## config.mk

```make
export PLATFORM = sky130hd
export DESIGN_NAME = time_display_driver
export DESIGN_NICKNAME = d
export VERILOG_FILES = /design/src/rtl/time_display_pkg.sv /design/src/rtl/time_display_driver_bin2bcd.sv /design/src/rtl/time_display_driver.sv
export SDC_FILE = /design/constraint.sdc
export NUM_CORES = 1
export LEC_CHECK = 0
export ABC_AREA = 1
export CORE_MARGIN = 3
export CORE_UTILIZATION = 55
export DETAILED_ROUTE_END_ITERATION = 12
export DONT_BUFFER_PORTS = 1
export GPL_ROUTABILITY_DRIVEN = 1
export GPL_TIMING_DRIVEN = 0
export PLACE_DENSITY = 0.67
export SLEW_MARGIN = 10
export SYNTH_ARGS = -nofsm -noshare
export SYNTH_HDL_FRONTEND = slang
export SYNTH_SLANG_ARGS = --single-unit
```

## constraint.sdc

```tcl
create_clock -name clockSignal -period 10.6 [get_ports clockSignal]
set_input_delay 0.53 -clock clockSignal [delete_from_list [all_inputs] [get_ports clockSignal]]
set_output_delay 0.53 -clock clockSignal [all_outputs]
set_load 0.01 [all_outputs]
```

## src/rtl/time_display_pkg.sv

```systemverilog
// Shared constants and types for the time display driver: active-low 7-segment
// patterns, field indices, legal field maxima and the conversion FSM states.
package time_display_pkg;

    // Segment order is {g,f,e,d,c,b,a}; a 0 lights the segment.
    localparam logic [6:0] SEG_0     = 7'h40;
    localparam logic [6:0] SEG_1     = 7'h79;
    localparam logic [6:0] SEG_2     = 7'h24;
    localparam logic [6:0] SEG_3     = 7'h30;
    localparam logic [6:0] SEG_4     = 7'h19;
    localparam logic [6:0] SEG_5     = 7'h12;
    localparam logic [6:0] SEG_6     = 7'h02;
    localparam logic [6:0] SEG_7     = 7'h78;
    localparam logic [6:0] SEG_8     = 7'h00;
    localparam logic [6:0] SEG_9     = 7'h10;
    localparam logic [6:0] SEG_DASH  = 7'h3F;
    localparam logic [6:0] SEG_BLANK = 7'h7F;

    typedef enum logic [1:0] {
        F_HOURS   = 2'd0,
        F_MINUTES = 2'd1,
        F_SECONDS = 2'd2,
        F_CENTI   = 2'd3
    } field_t;

    localparam logic [6:0] MAX_HOURS   = 7'd23;
    localparam logic [6:0] MAX_MINUTES = 7'd59;
    localparam logic [6:0] MAX_SECONDS = 7'd59;
    localparam logic [6:0] MAX_CENTI   = 7'd99;

    typedef enum logic [1:0] {
        S_IDLE   = 2'd0,
        S_CONV   = 2'd1,
        S_COMMIT = 2'd2
    } state_t;

    function automatic logic [6:0] seg_encode(input logic [3:0] digit);
        logic [6:0] seg;
        case (digit)
            4'd0:    seg = SEG_0;
            4'd1:    seg = SEG_1;
            4'd2:    seg = SEG_2;
            4'd3:    seg = SEG_3;
            4'd4:    seg = SEG_4;
            4'd5:    seg = SEG_5;
            4'd6:    seg = SEG_6;
            4'd7:    seg = SEG_7;
            4'd8:    seg = SEG_8;
            4'd9:    seg = SEG_9;
            default: seg = SEG_BLANK;
        endcase
        return seg;
    endfunction

    function automatic logic [6:0] field_max(input field_t field);
        logic [6:0] max_val;
        case (field)
            F_HOURS:   max_val = MAX_HOURS;
            F_MINUTES: max_val = MAX_MINUTES;
            F_SECONDS: max_val = MAX_SECONDS;
            default:   max_val = MAX_CENTI;
        endcase
        return max_val;
    endfunction

endpackage

```

## src/rtl/time_display_driver_bin2bcd.sv

```systemverilog
// Sequential double-dabble: one load cycle, then seven add-3/shift cycles turn a
// 7-bit binary value into {tens, ones}. done pulses for one cycle with bcd valid.
module bin2bcd_seq (
    input  logic       clk,
    input  logic       rst,
    input  logic       start,
    input  logic [6:0] bin,
    output logic       busy,
    output logic       done,
    output logic [7:0] bcd
);

    // {tens[14:11], ones[10:7], binary[6:0]}
    logic [14:0] work;
    logic [14:0] adjusted;
    logic [2:0]  shift_cnt;

    always_comb begin
        adjusted = work;
        if (work[10:7] >= 4'd5) begin
            adjusted[10:7] = work[10:7] + 4'd3;
        end
        if (work[14:11] >= 4'd5) begin
            adjusted[14:11] = work[14:11] + 4'd3;
        end
    end

    always_ff @(posedge clk or posedge rst) begin
        if (rst) begin
            work      <= '0;
            shift_cnt <= '0;
            busy      <= 1'b0;
            done      <= 1'b0;
        end else begin
            done <= 1'b0;
            if (start) begin
                work      <= {8'd0, bin};
                shift_cnt <= '0;
                busy      <= 1'b1;
            end else if (busy) begin
                work      <= {adjusted[13:0], 1'b0};
                shift_cnt <= shift_cnt + 3'd1;
                if (shift_cnt == 3'd6) begin
                    busy <= 1'b0;
                    done <= 1'b1;
                end
            end
        end
    end

    assign bcd = work[14:7];

endmodule

```

## src/rtl/time_display_driver.sv

```systemverilog
// Snapshots Timer fields, converts them to BCD, and drives an 8-digit multiplexed
// 7-segment display (HH.MM.SS.cc) plus a gated square-wave piezo buzzer.
module time_display_driver
    import time_display_pkg::*;
#(
    parameter int REFRESH_DIV = 1_000_000,
    parameter int SCAN_DIV    = 100_000,
    parameter int TONE_DIV    = 25_000,
    parameter int BEEP_DIV    = 25_000_000
) (
    input  logic       clockSignal,
    input  logic       reset,
    input  logic [4:0] timeInHoursDisplay,
    input  logic [5:0] timeInMinutesDisplay,
    input  logic [5:0] timeInSeconds,
    input  logic [6:0] millisecondsDisplay,
    input  logic       ringSound,
    output logic [7:0] anodeSelect,
    output logic [6:0] segments,
    output logic       decimalPoint,
    output logic       buzzerOut,
    output logic       rangeError
);

    localparam int RW = (REFRESH_DIV > 1) ? $clog2(REFRESH_DIV) : 1;
    localparam int SW = (SCAN_DIV > 1)    ? $clog2(SCAN_DIV)    : 1;
    localparam int TW = (TONE_DIV > 1)    ? $clog2(TONE_DIV)    : 1;
    localparam int BW = (BEEP_DIV > 1)    ? $clog2(BEEP_DIV)    : 1;

    // ---------------- refresh timebase ----------------
    logic [RW-1:0] refresh_cnt;
    logic          refresh_wrap;

    assign refresh_wrap = (refresh_cnt == RW'(REFRESH_DIV - 1));

    always_ff @(posedge clockSignal or posedge reset) begin
        if (reset) begin
            refresh_cnt <= '0;
        end else if (refresh_wrap) begin
            refresh_cnt <= '0;
        end else begin
            refresh_cnt <= refresh_cnt + RW'(1);
        end
    end

    // ---------------- input fields and range check ----------------
    logic [3:0][6:0] field_in;
    logic [3:0]      field_bad;

    always_comb begin
        field_in[F_HOURS]   = {2'b00, timeInHoursDisplay};
        field_in[F_MINUTES] = {1'b0, timeInMinutesDisplay};
        field_in[F_SECONDS] = {1'b0, timeInSeconds};
        field_in[F_CENTI]   = millisecondsDisplay;
        for (int f = 0; f < 4; f++) begin
            field_bad[f] = (field_in[f] > field_max(field_t'(f)));
        end
    end

    // ---------------- conversion FSM ----------------
    state_t          state;
    logic [3:0][6:0] snap;
    logic [3:0]      snap_bad;
    logic [2:0]      load_idx;
    field_t          cap_field;
    logic [3:0][7:0] work_bcd;
    logic [3:0][7:0] disp_bcd;
    logic [3:0]      disp_bad;
    logic            display_valid;

    logic            bcd_start;
    logic            bcd_busy;
    logic            bcd_done;
    logic [7:0]      bcd_out;

    // A new field loads in the same cycle the previous one reports done,
    // keeping each field at exactly eight cycles.
    assign bcd_start = (state == S_CONV) && !bcd_busy && !load_idx[2];

    bin2bcd_seq u_bin2bcd (
        .clk   (clockSignal),
        .rst   (reset),
        .start (bcd_start),
        .bin   (snap[load_idx[1:0]]),
        .busy  (bcd_busy),
        .done  (bcd_done),
        .bcd   (bcd_out)
    );

    always_ff @(posedge clockSignal or posedge reset) begin
        if (reset) begin
            state         <= S_IDLE;
            snap          <= '0;
            snap_bad      <= '0;
            load_idx      <= '0;
            cap_field     <= F_HOURS;
            work_bcd      <= '0;
            disp_bcd      <= '0;
            disp_bad      <= '0;
            display_valid <= 1'b0;
            rangeError    <= 1'b0;
        end else begin
            case (state)
                S_IDLE: begin
                    if (refresh_wrap) begin
                        snap     <= field_in;
                        snap_bad <= field_bad;
                        load_idx <= '0;
                        state    <= S_CONV;
                    end
                end
                S_CONV: begin
                    if (bcd_start) begin
                        load_idx  <= load_idx + 3'd1;
                        cap_field <= field_t'(load_idx[1:0]);
                    end
                    if (bcd_done) begin
                        work_bcd[cap_field] <= bcd_out;
                        if (cap_field == F_CENTI) begin
                            state <= S_COMMIT;
                        end
                    end
                end
                S_COMMIT: begin
                    disp_bcd      <= work_bcd;
                    disp_bad      <= snap_bad;
                    display_valid <= 1'b1;
                    rangeError    <= |snap_bad;
                    state         <= S_IDLE;
                end
                default: state <= S_IDLE;
            endcase
        end
    end

    // ---------------- display scan ----------------
    logic [SW-1:0] scan_cnt;
    logic          scan_wrap;
    logic [2:0]    digit_idx;
    field_t        digit_field;
    logic [3:0]    digit_val;
    logic [6:0]    digit_seg;
    logic          digit_dp;

    // Digit 7 is hours tens, digit 0 is centiseconds ones: field = (7 - idx) / 2.
    always_comb begin
        scan_wrap   = (scan_cnt == SW'(SCAN_DIV - 1));
        digit_field = field_t'(~digit_idx[2:1]);
        digit_val   = digit_idx[0] ? disp_bcd[digit_field][7:4] : disp_bcd[digit_field][3:0];
        digit_seg   = disp_bad[digit_field] ? SEG_DASH : seg_encode(digit_val);
        digit_dp    = ~((digit_idx[0] == 1'b0) && (digit_idx != 3'd0));
    end

    always_ff @(posedge clockSignal or posedge reset) begin
        if (reset) begin
            scan_cnt     <= '0;
            digit_idx    <= '0;
            anodeSelect  <= 8'hFF;
            segments     <= SEG_BLANK;
            decimalPoint <= 1'b1;
        end else begin
            if (scan_wrap) begin
                scan_cnt  <= '0;
                digit_idx <= digit_idx - 3'd1;
            end else begin
                scan_cnt <= scan_cnt + SW'(1);
            end
            // The wrap cycle is blanked so the old pattern never shows on the new digit.
            if (!display_valid || scan_wrap) begin
                anodeSelect  <= 8'hFF;
                segments     <= SEG_BLANK;
                decimalPoint <= 1'b1;
            end else begin
                anodeSelect  <= ~(8'd1 << digit_idx);
                segments     <= digit_seg;
                decimalPoint <= digit_dp;
            end
        end
    end

    // ---------------- buzzer ----------------
    logic          ring_s1;
    logic          ring_s2;
    logic          ring_prev;
    logic [TW-1:0] tone_cnt;
    logic [BW-1:0] beep_cnt;
    logic          tone;
    logic          gate;
    logic          tone_wrap;
    logic          gate_wrap;
    logic          tone_next;
    logic          gate_next;

    always_comb begin
        tone_wrap = (tone_cnt == TW'(TONE_DIV - 1));
        gate_wrap = (beep_cnt == BW'(BEEP_DIV - 1));
        tone_next = tone ^ tone_wrap;
        gate_next = gate ^ gate_wrap;
    end

    always_ff @(posedge clockSignal or posedge reset) begin
        if (reset) begin
            ring_s1   <= 1'b0;
            ring_s2   <= 1'b0;
            ring_prev <= 1'b0;
            tone_cnt  <= '0;
            beep_cnt  <= '0;
            tone      <= 1'b0;
            gate      <= 1'b0;
            buzzerOut <= 1'b0;
        end else begin
            ring_s1   <= ringSound;
            ring_s2   <= ring_s1;
            ring_prev <= ring_s2;
            if (!ring_s2) begin
                tone_cnt  <= '0;
                beep_cnt  <= '0;
                tone      <= 1'b0;
                gate      <= 1'b0;
                buzzerOut <= 1'b0;
            end else if (!ring_prev) begin
                // Each new alarm starts audibly at the beginning of a beep.
                tone_cnt  <= '0;
                beep_cnt  <= '0;
                tone      <= 1'b1;
                gate      <= 1'b1;
                buzzerOut <= 1'b1;
            end else begin
                tone_cnt  <= tone_wrap ? '0 : tone_cnt + TW'(1);
                beep_cnt  <= gate_wrap ? '0 : beep_cnt + BW'(1);
                tone      <= tone_next;
                gate      <= gate_next;
                buzzerOut <= tone_next & gate_next;
            end
        end
    end

endmodule

```

==> reports/results.tsv, run 1 <==
metric	value	unit
yosysWarnings	0	
ios	45	
antenna_found_initial	0	
relSlewSlack	51.1	%
period_needed	2180	ps
drc	0	
swShare	20.5	%
portBuffers	0	
grt.overflow.total	0	
start_util	56.2	%
end_kind	register	
async_reset_ff_share	100	%
numClockSinks	227	
r2r_cells	9	
clk_latency	520	ps
synth-edff-count	0	
power.density	145	nW/um^2
synth_cell_types	45	
path_depth	9	
numCtsBuffers	25	
max_cap_violations	0	
fmax	458	MHz
ys_seq_elements	227	
place.gp.congestion	0.895	
crit_chain	inv_2, buf_2, nor2_1, o21ai_0, o21ai_1, inv_1, ha_1, o211ai_1, nand3_1	
cts_buffer_depth	3	
cts_resized	0	
pwr-share-seq	49.1	%
min_path_type	in2async	
ys_seq_area_share	51.8	%
grt_pass1_wl	39800	um
syn_inst	1333	
p_sw	0.365	mW
setup.worst_path.class	reg2reg	
wl_met3	1070	um
synthTopCellsByArea	dfrtp_1 48%, nand2_1 11%, inv_1 6.7%, o21ai_0 5.2%, nor2_1 4.6%	
path_clk_slew	60	ps
htree_levels	1	
synth_commonest_cells	311 x nand2_1, 211 x dfrtp_1, 198 x inv_1	
die_x	147	um
post_cts_buffers	0	
r2r_start	digit_idx[1]	
wl_per_cell	14.1	um
synth_top_cell_area_share	47.9	%
dr.pass1.iters	8	
yosys.area.top_type	dfrtp_1	
outcome	complete, but fails checks	
highest_layer	met4	
n_antenna_cell	0	
dr_wl_met2	10100	um
fin_crit_sh	20.6	%
drive_gt1_share	9.06	%
syn_area	11000	sq um
regArea	5700	sq um
yosysMostFrequentCell	nand2_1	
cp.buffers_inverters	3	
fin_nets	1410	
arrival	2610	ps
slew_violations	0	
hold_buffers	0	
p_clk_share	49.3	%
via_per_inst	5.18	
dpl.hpwl	16500	um
reg2reg_to	segments[0]	
cts_tree	built	
synthFlopType	dfrtp_1	
die_h	147	um
finClkSkew	14.0	ps
r2r_slack	8420	ps
max-vdd-ir-drop	0.106	mV
violations	hold timing	
post-route-util	62.4	%
ant_nets	0	
core_area	19600	sq um
crit_path_max_fanout	12	
die_area	21800	sq um
hold-worst-slack	-38.3	ps
crit_required	11020	ps
drt-initial-drc-count	631	
max_stage_delay	430	ps
rsz0062_at_grt	false	
multi_input_area	4380	sq um
track_usage	21.9	%
rows	51	
synth_nets	1382	
wirelength	23200	um
worst_slew_pin_slew	733	ps
cts-root-buf	clkbuf_16	
power.share.combinational	1.6	%
setup_tns	0	ps
grt_pass1_vias	8143	
cp_slowest_cell	dfrtp_1	
finalSetupViolCount	0	
area_growth	11.0	%
vias	8512	
avgSynthCellArea	8.26	sq um
internal-power	1.41	mW
fillers	1748	
cp-start-kind	register	
grt_max_degree	122	
power	1.78	mW
finalHoldViolations	13	
m1WireLength	11400	um
p_leak	5.71	nW
critPathTopFamily	compound AO/OA/AOI/OAI gates	
-- area by class of cell --
type | count | share of cell area, %
Tap cell | 265 | 2.71
Clock buffer | 36 | 6.11
Multi-Input combinational cell | 873 | 35.8
Timing Repair Buffer | 1 | 0.225
Clock inverter | 9 | 0.839
Sequential cell | 227 | 46.6
Buffer | 28 | 1.32
Inverter | 205 | 6.35
-- how the worst max path moves through the flow --
stage | start | end | slack [ps]
2_1_floorplan | reset | beep_cnt[0] | 3880
4_1_cts | digit_idx[1] | segments[0] | 8420
3_3_place_gp | reset | digit_idx[0] | 1550
5_1_grt | digit_idx[1] | segments[0] | 8130
6_report | digit_idx[1] | segments[0] | 8420
3_5_place_dp | digit_idx[1] | segments[0] | 8420
-- logic make-up (layout without fill, tap and decap cells) --
logic type,Yosys count,after routing,synth area share [%]
buffers and inverters,233,279,8.45
flip-flops,227,227,51.8
XOR/XNOR,22,22,1.75
AO/OA/AOI/OAI,190,190,9.43
multiplexers,5,5,0.511
adder cells (fa/ha/maj),22,22,2.50
AND/OR/NAND/NOR,634,634,25.6
-- power by group through the flow --
stage / Sequential [mW] / Clock [mW] / Combinational (mW)
finish: 0.872 / 0.876 / 0.0286
global route: 0.872 / 0.931 / 0.0340
CTS: 0.872 / 0.896 / 0.0301
detailed placement: 0.888 / 0 / 0.0300
global placement: 0.888 / 0 / 0.0281
floorplan: 0.887 / 0 / 0.0211
-- registers in the layout, summed over array words and instances (netlist names), 2 cells and up --
register	flops
work_bcd	32
tone_cnt	15
u_bin2bcd.work	15
beep_cnt	25
refresh_cnt	20
scan_cnt	17
load_idx	3
disp_bad	4
segments	7
snap_bad	4
disp_bcd	32
snap	24
digit_idx	3
u_bin2bcd.shift_cnt	3
cap_field	2
anodeSelect	8
state	2
-- per-layer routing --
metal | vias up | track usage (%)
li1 | 4334 | -
met1 | 3967 | 32.6
met2 | 165 | 34.1
met3 | 46 | 3.40
met4 | 0 | 5.64
met5 | - | 0
-- layout by cell type, fill, tap and decap left out, types with 4 or more instances in the layout --
master,count
a21oi_1,36
buf_2,12
buf_6,4
clkbuf_1,14
clkbuf_16,25
clkbuf_8,8
clkinv_2,5
dfrtp_1,211
dfstp_2,16
ha_1,22
inv_1,197
inv_2,4
mux2_2,5
nand2_1,311
nand3_1,75
nand3_2,4
nand3b_1,4
nand4_1,30
nor2_1,136
nor2_2,8
nor3_1,40
nor3_2,4
nor4_1,4
o21ai_0,115
o21ai_1,10
o21ai_2,8
o221ai_1,6
o22ai_1,4
xnor2_1,5
xor2_1,17
-- worst register-to-register path, stage by stage, from the launching register on --
cell and delay, ps:
dfrtp_1 430, inv_2 120, buf_2 240, nor2_1 180, o21ai_0 110, o21ai_1 360
inv_1 150, ha_1 220, o211ai_1 200, nand3_1 100
-- per-stage QoR --
step	instance area [sq um]	worst slack, ps	cells
after global routing	12200	8130	1644
after detailed placement	11400	8420	1599
final	12200	8420	1644
after global placement	11300	1550	1598
after floorplan	11000	3880	1333
after CTS	12200	8420	1644
(Power assumes the default switching activity.)
==> run 2: changes to the inputs <==
Settings changed: ABC_AREA 1 to 0.
Clock period 10.6 ns to 2.2 ns, I/O delays scaled along.
==> run 2 against run 1 <==
  * The flow now finishes without violations
  * Sequential power grew to 4.9 times the previous value
  * Worst hold slack gained 190 ps
  * Core utilization grew 1.8 points
  * Combinational power grew to 7.2 times the previous value
  * Fmax grew 3.7%
  * Count of clock-buffer cells in the layout shrank 2
  * Cell area shrank 4.9%
  * Largest power group is now registers
  * Synthesized cell count shrank 37%
  * Flip-flop and latch count is the same
  * Setup slack lost 8300 ps
  * Via count shrank 24%
==> reports/results.tsv, run 2 <==
metric	value	unit	change
synthFlopType	dfrtp_1		
slew_violations	0		unchanged
place_area	10600	sq um	-6.8%
finClkSkew	8.78	ps	-5.26 ps
ios	45		unchanged
rows	49		-3.9%
die_area	20200	sq um	-7.2%
portBuffers	0		unchanged
min_path_type	in2reg		
regArea	5700	sq um	unchanged
synth_nets	886		-36%
drive_gt1_share	18.6	%	+9.5 points
drc	0		unchanged
p_leak	5.22	nW	-8.6%
max-vdd-ir-drop	0.520	mV	+390%
antenna_found_initial	1		+1
synth_adder_area_share	2.70	%	+0.20 points
synthMuxAreaShare	15.2	%	+15 points
core_area	18100	sq um	-7.7%
synth_cell_types	55		+22%
fin_nets	947		-33%
synth_top_cell_area_share	51.8	%	+3.9 points
die_x	142	um	-3.7%
synth_compound_area_share	3.25	%	-6.2 points
finalSetupViolCount	0		unchanged
end_kind	register		
whs_endpoint	ring_s1		
power	8.16	mW	+360%
mostFrequentLayoutCell	dfrtp_1		
vias	6490		-24%
grt_pass1_wl	34100	um	-14%
arrival	2530	ps	-80 ps
multi_input_area	4260	sq um	-2.8%
yosysWarnings	0		unchanged
finalHoldViolations	0		-13
fmax	475	MHz	+3.7%
outcome	completed		
final_cell_area	11600	sq um	-4.9%
setup.worst_path.class	reg2reg		
htree_levels	1		unchanged
worst_slew_pin_slew	923	ps	+190 ps
reg2reg_to	segments[0]		
synth-xor-area-share	6.45	%	+4.7 points
dr.pass1.iters	4		-4
max_cap_violations	0		unchanged
hold-worst-slack	156	ps	+195 ps
rsz0062_at_grt	true		
crit_required	2620	ps	-8400 ps
ys_seq_area_share	55.9	%	+4.2 points
synth_simple_gate_area_share	14.2	%	-11 points
via_per_inst	5.66		+9.4%
wl_per_cell	17.4	um	+23%
cts_buffer_depth	3		unchanged
numClockSinks	227		unchanged
synth_top_family_by_area	multiplexers		
grt_pass1_vias	6969		-14%
synth-edff-count	0		unchanged
whs_path_depth	1		
avgSynthCellArea	12.2	sq um	+47%
start_util	56.3	%	+0.12 points
r2r_cells	8		-1
synth_commonest_cells	211 x dfrtp_1, 81 x nor2_1, 73 x nand2_1		
clk_latency	510	ps	about the same
numCtsBuffers	24		-4.0%
die_h	142	um	-3.7%
track_usage	20.7	%	-1.2 points
yosysMostFrequentCell	dfrtp_1		
syn_inst	837		-37%
path_clk_slew	60	ps	about the same
cts-root-buf	clkbuf_16		
area_growth	14.1	%	
cts_tree	built		
r2r_slack	90	ps	-8320 ps
grt_max_degree	43		-65%
synthTopCellsByArea	dfrtp_1 52%, mux2_2 7.8%, dfstp_2 4.1%, xnor2_1 3.5%, nor2_1 3.0%		
reg_top3	disp_bcd (32), work_bcd (32), beep_cnt (25)		
power.density	702	nW/um^2	+380%
final_cell_mix	211 x dfrtp_1, 81 x nor2_1, 73 x nand2_1, 71 x mux2_2, 41 x xnor2_1		
r2r_start	digit_idx[1]		
yosys.area.top_type	dfrtp_1		
grt.overflow.total	0		unchanged
ys_seq_elements	227		unchanged
ant_nets	0		unchanged
cp-start-kind	register		
fillers	1351		-23%
hp-start	ringSound		
fin_crit_sh	95.7	%	+75 points
async_reset_ff_share	100	%	unchanged
relSlewSlack	38.1	%	-13 points
place.gp.congestion	0.820		-8.4%
period_needed	2110	ps	-77.8 ps
syn_area	10200	sq um	-7.5%
wirelength	19900	um	-14%
dpl.hpwl	13600	um	-18%
crit_path_max_fanout	10		-2
drt-initial-drc-count	324		-49%
-- run 2: cell count changes after synthesis, sizes merged, moves of 47 or more --
cell and delta:
inv -180, nand2 -242, mux2 +87, o21ai -108, nand3 -47, nor2 -65
-- run 2: worst max-delay path by stage --
stage            startpoint           to  slack, ps
2_1_floorplan         reset  beep_cnt[0]       -860
3_3_place_gp          reset  work_bcd[9]      -1840
3_5_place_dp   digit_idx[1]  segments[0]       -260
4_1_cts        digit_idx[1]  segments[5]        0.9
5_1_grt        digit_idx[1]  segments[3]        -10
6_report       digit_idx[1]  segments[0]         90
-- run 2: timing repair --
action / CTS / global route
setup buffers: 2 / 1
gates resized for setup: 4 / 4
hold endpoints to repair: 85 / 0
hold buffers: 26 / 0
endpoints found under the setup margin: 6 / 6
-- run 2: cells by family (layout without fill, tap and decap cells) --
kind of cell | count (synthesis) | count (layout)
AND/OR/NAND/NOR | 282 | 282
flip-flops | 227 | 227
multiplexers | 121 | 121
XOR/XNOR | 75 | 75
AO/OA/AOI/OAI | 58 | 58
buffers and inverters | 52 | 131
adder cells (fa/ha/maj) | 22 | 22
other | 0 | 1
-- run 2: final cells by class --
cell class                      count  share of cell area, %
Sequential cell                   227                   49.0
Inverter                           23                  0.775
Multi-Input combinational cell    558                   36.6
Clock buffer                       34                   5.76
Timing Repair Buffer               35                   3.53
Buffer                             29                   1.30
Clock inverter                     10                  0.484
Tap cell                          229                   2.47
Antenna cell                        1                 0.0215
-- run 2: worst max-delay path, cell delays in order, from the launching register on --
cell,delay (ps)
dfrtp_1,400
buf_12,170
mux4_2,540
mux2i_4,200
inv_1,120
ha_1,180
nand2b_1,150
a21oi_1,170
o21ai_1,90
-- run 2: per-stage QoR --
stage	setup TNS [ps]	worst slack (ps)	instances	utilization, %
floorplan	-183630	-863	837	-
global placement	-397500	-1840	1066	57.9
detailed placement	-1030	-257	1072	58.6
CTS	0	0.910	1144	64.2
global route	-16.3	-13.0	1146	64.3
finish	0	94.4	1146	64.3
-- run 2: per-layer routing --
metal  track usage, %  routed length [um]
met4             6.36                 442
met3             3.26                 614
met1             26.6                8580
met5                0                   0
met2             36.2               10300
-- run 2: power by group --
group          switching (mW)  internal [mW]
clock network            1.60           2.12
registers              0.0223           4.21
logic                   0.123         0.0829
==> run 3: changes to the inputs <==
Settings changed: PLACE_DENSITY 0.67 to 0.7.
Clock period 2.2 ns to 1.77 ns, I/O delays scaled along.
==> run 3 against run 2 <==
  * Largest cell class unchanged
  * Highest routed layer unchanged
  * Via count rose by 2.4%
  * Clock skew fell by 0.94 ps
  * Flip-flop and latch count did not move
  * Worst hold slack got worse by 9.5 ps
  * Critical endpoint is now segments[4]
  * The flow now finishes with violations (setup timing)
  * Sequential share of layout area fell by 3.8 points
==> reports/results.tsv, run 3 (same netlist as run 2, synthesis figures left out) <==
metric	value	unit	change
rows	49		unchanged
fmax	487	MHz	+2.6%
ant_nets	0		unchanged
cts_buffer_depth	3		unchanged
numCtsBuffers	24		unchanged
outcome	complete, but fails checks		
numClockSinks	227		unchanged
rsz0062_at_grt	true		
drive_gt1_share	31.3	%	+13 points
finalHoldViolations	0		unchanged
cts-root-buf	clkbuf_16		
fin_crit_sh	116	%	+20 points
finClkSkew	7.84	ps	-0.936 ps
wirelength	21200	um	+6.5%
drt-initial-drc-count	399		+23%
start_util	56.3	%	unchanged
place.gp.congestion	0.804		-2.0%
vias	6648		+2.4%
mostFrequentLayoutCell	dfrtp_1		
hold-worst-slack	147	ps	-9.52 ps
grt_pass1_vias	6928		-0.59%
dp_worst_setup_slack	-401	ps	-144 ps
max_stage_delay	560	ps	+20 ps
portBuffers	0		unchanged
r2r_slack	-280	ps	-380 ps
worst_slew_pin_slew	835	ps	-88.5 ps
p_leak	5.69	nW	+9.1%
path_clk_slew	60	ps	about the same
min_path_type	in2reg		
via_per_inst	5.62		-0.77%
dpl.hpwl	13700	um	+0.74%
max_cap_violations	0		unchanged
setup.worst_path.class	reg2reg		
period_needed	2050	ps	-53.1 ps
relSlewSlack	44.2	%	+6.1 points
cp-start-kind	register		
end_kind	register		
fin_nets	988		+4.3%
die_x	142	um	unchanged
arrival	2500	ps	-30 ps
drc	0		unchanged
slew_violations	0		unchanged
die_h	142	um	unchanged
r2r_cells	9		+1
dr.pass1.iters	5		+1
n_antenna_cell	0		-1
ios	45		unchanged
area_growth	23.8	%	
final_cell_mix	207 x dfrtp_1, 78 x nor2_1, 70 x mux2_2, 69 x nand2_1, 41 x xnor2_1		
reg_top3	disp_bcd (32), work_bcd (32), beep_cnt (25)		
max-vdd-ir-drop	0.671	mV	+29%
core_area	18100	sq um	unchanged
grt_pass1_wl	35200	um	+3.2%
whs_path_depth	1		unchanged
power.density	828	nW/um^2	+18%
finalSetupViolCount	40		+40
antenna_found_initial	0		-1
crit_required	2220	ps	-400 ps
crit_chain	buf_12, mux4_2, mux2i_4, buf_6, inv_6, ha_4, mux2i_2, o21ai_1, nand2_1		
power	10.4	mW	+28%
grt.overflow.total	0		unchanged
wl_per_cell	17.9	um	+3.2%
violations	setup timing		
crit_path_max_fanout	8		-2
grt_max_degree	41		-4.7%
timing.final.ws_setup	-283	ps	-377 ps
cts_tree	built		
htree_levels	1		unchanged
clk_latency	510	ps	about the same
track_usage	21.3	%	+0.59 points
cp_slowest_cell	mux4_2		
die_area	20200	sq um	unchanged
==> run 3: routing by layer <==
layer  global-route usage [%]  vias to the layer above  wire [um]
met5                        0                        -          0
met3                     3.33                       44        807
met4                     5.91                        0        576
met2                     36.6                      153      10800
li1                         -                     3096          -
met1                     28.3                     3355       9080
==> run 3: repair_timing <==
| action | 4_1_cts | 5_1_grt |
|---|---|---|
| buffers inserted | 23 | 24 |
| hold buffers | 28 | 0 |
| endpoints found under the setup margin | 117 | 143 |
| endpoints found under the hold margin | 61 | 0 |
| resized for setup | 79 | 67 |
| pin swaps | 15 | 20 |
| gates cloned | 2 | 1 |
==> run 3: through the flow <==
step,TNS [ps],std cells,util (%),cell area [sq um]
after global routing,-5710,1183,69.7,12600
after detailed placement,-17200,1072,59.0,10700
after CTS,-4990,1164,67.9,12300
after global placement,-493320,1066,58.3,10500
after floorplan,-277180,837,-,10300
final,-3350,1183,69.7,12600
==> run 3: where the power goes <==
part	internal, mW	switching [mW]
logic	0.139	0.162
clock network	2.92	1.96
registers	5.23	0.0300
total	8.29	2.15
==> run 3: layout make-up <==
class / count / area, sq um
buffer: 25 / 189
fill: 1231 / 5480
inverter: 23 / 96.3
sequential: 227 / 5710
tap: 229 / 287
clock buffer: 35 / 713
multi-input combinational: 558 / 4680
timing repair buffer: 80 / 880
clock inverter: 6 / 57.6
==> run 3: final timing paths <==
check	start	endpoint
worst max-delay path	digit_idx[1]	segments[4]
worst min-delay path	ringSound	ring_s1
worst max register to register	digit_idx[1]	segments[4]
worst min register to register	ring_s1	ring_s2
max in group asynchronous	reset	refresh_cnt[6]
min in group asynchronous	reset	scan_cnt[10]
==> run 3: worst max-delay path: cells and delay by family, from the launching register on <==
| kind | cells | cell delay, ps |
|---|---|---|
| compound gates | 1 | 90 |
| fa+ha+maj | 1 | 160 |
| buf+inv | 3 | 340 |
| flops | 1 | 400 |
| mux | 3 | 920 |
| simple gates | 1 | 70 |
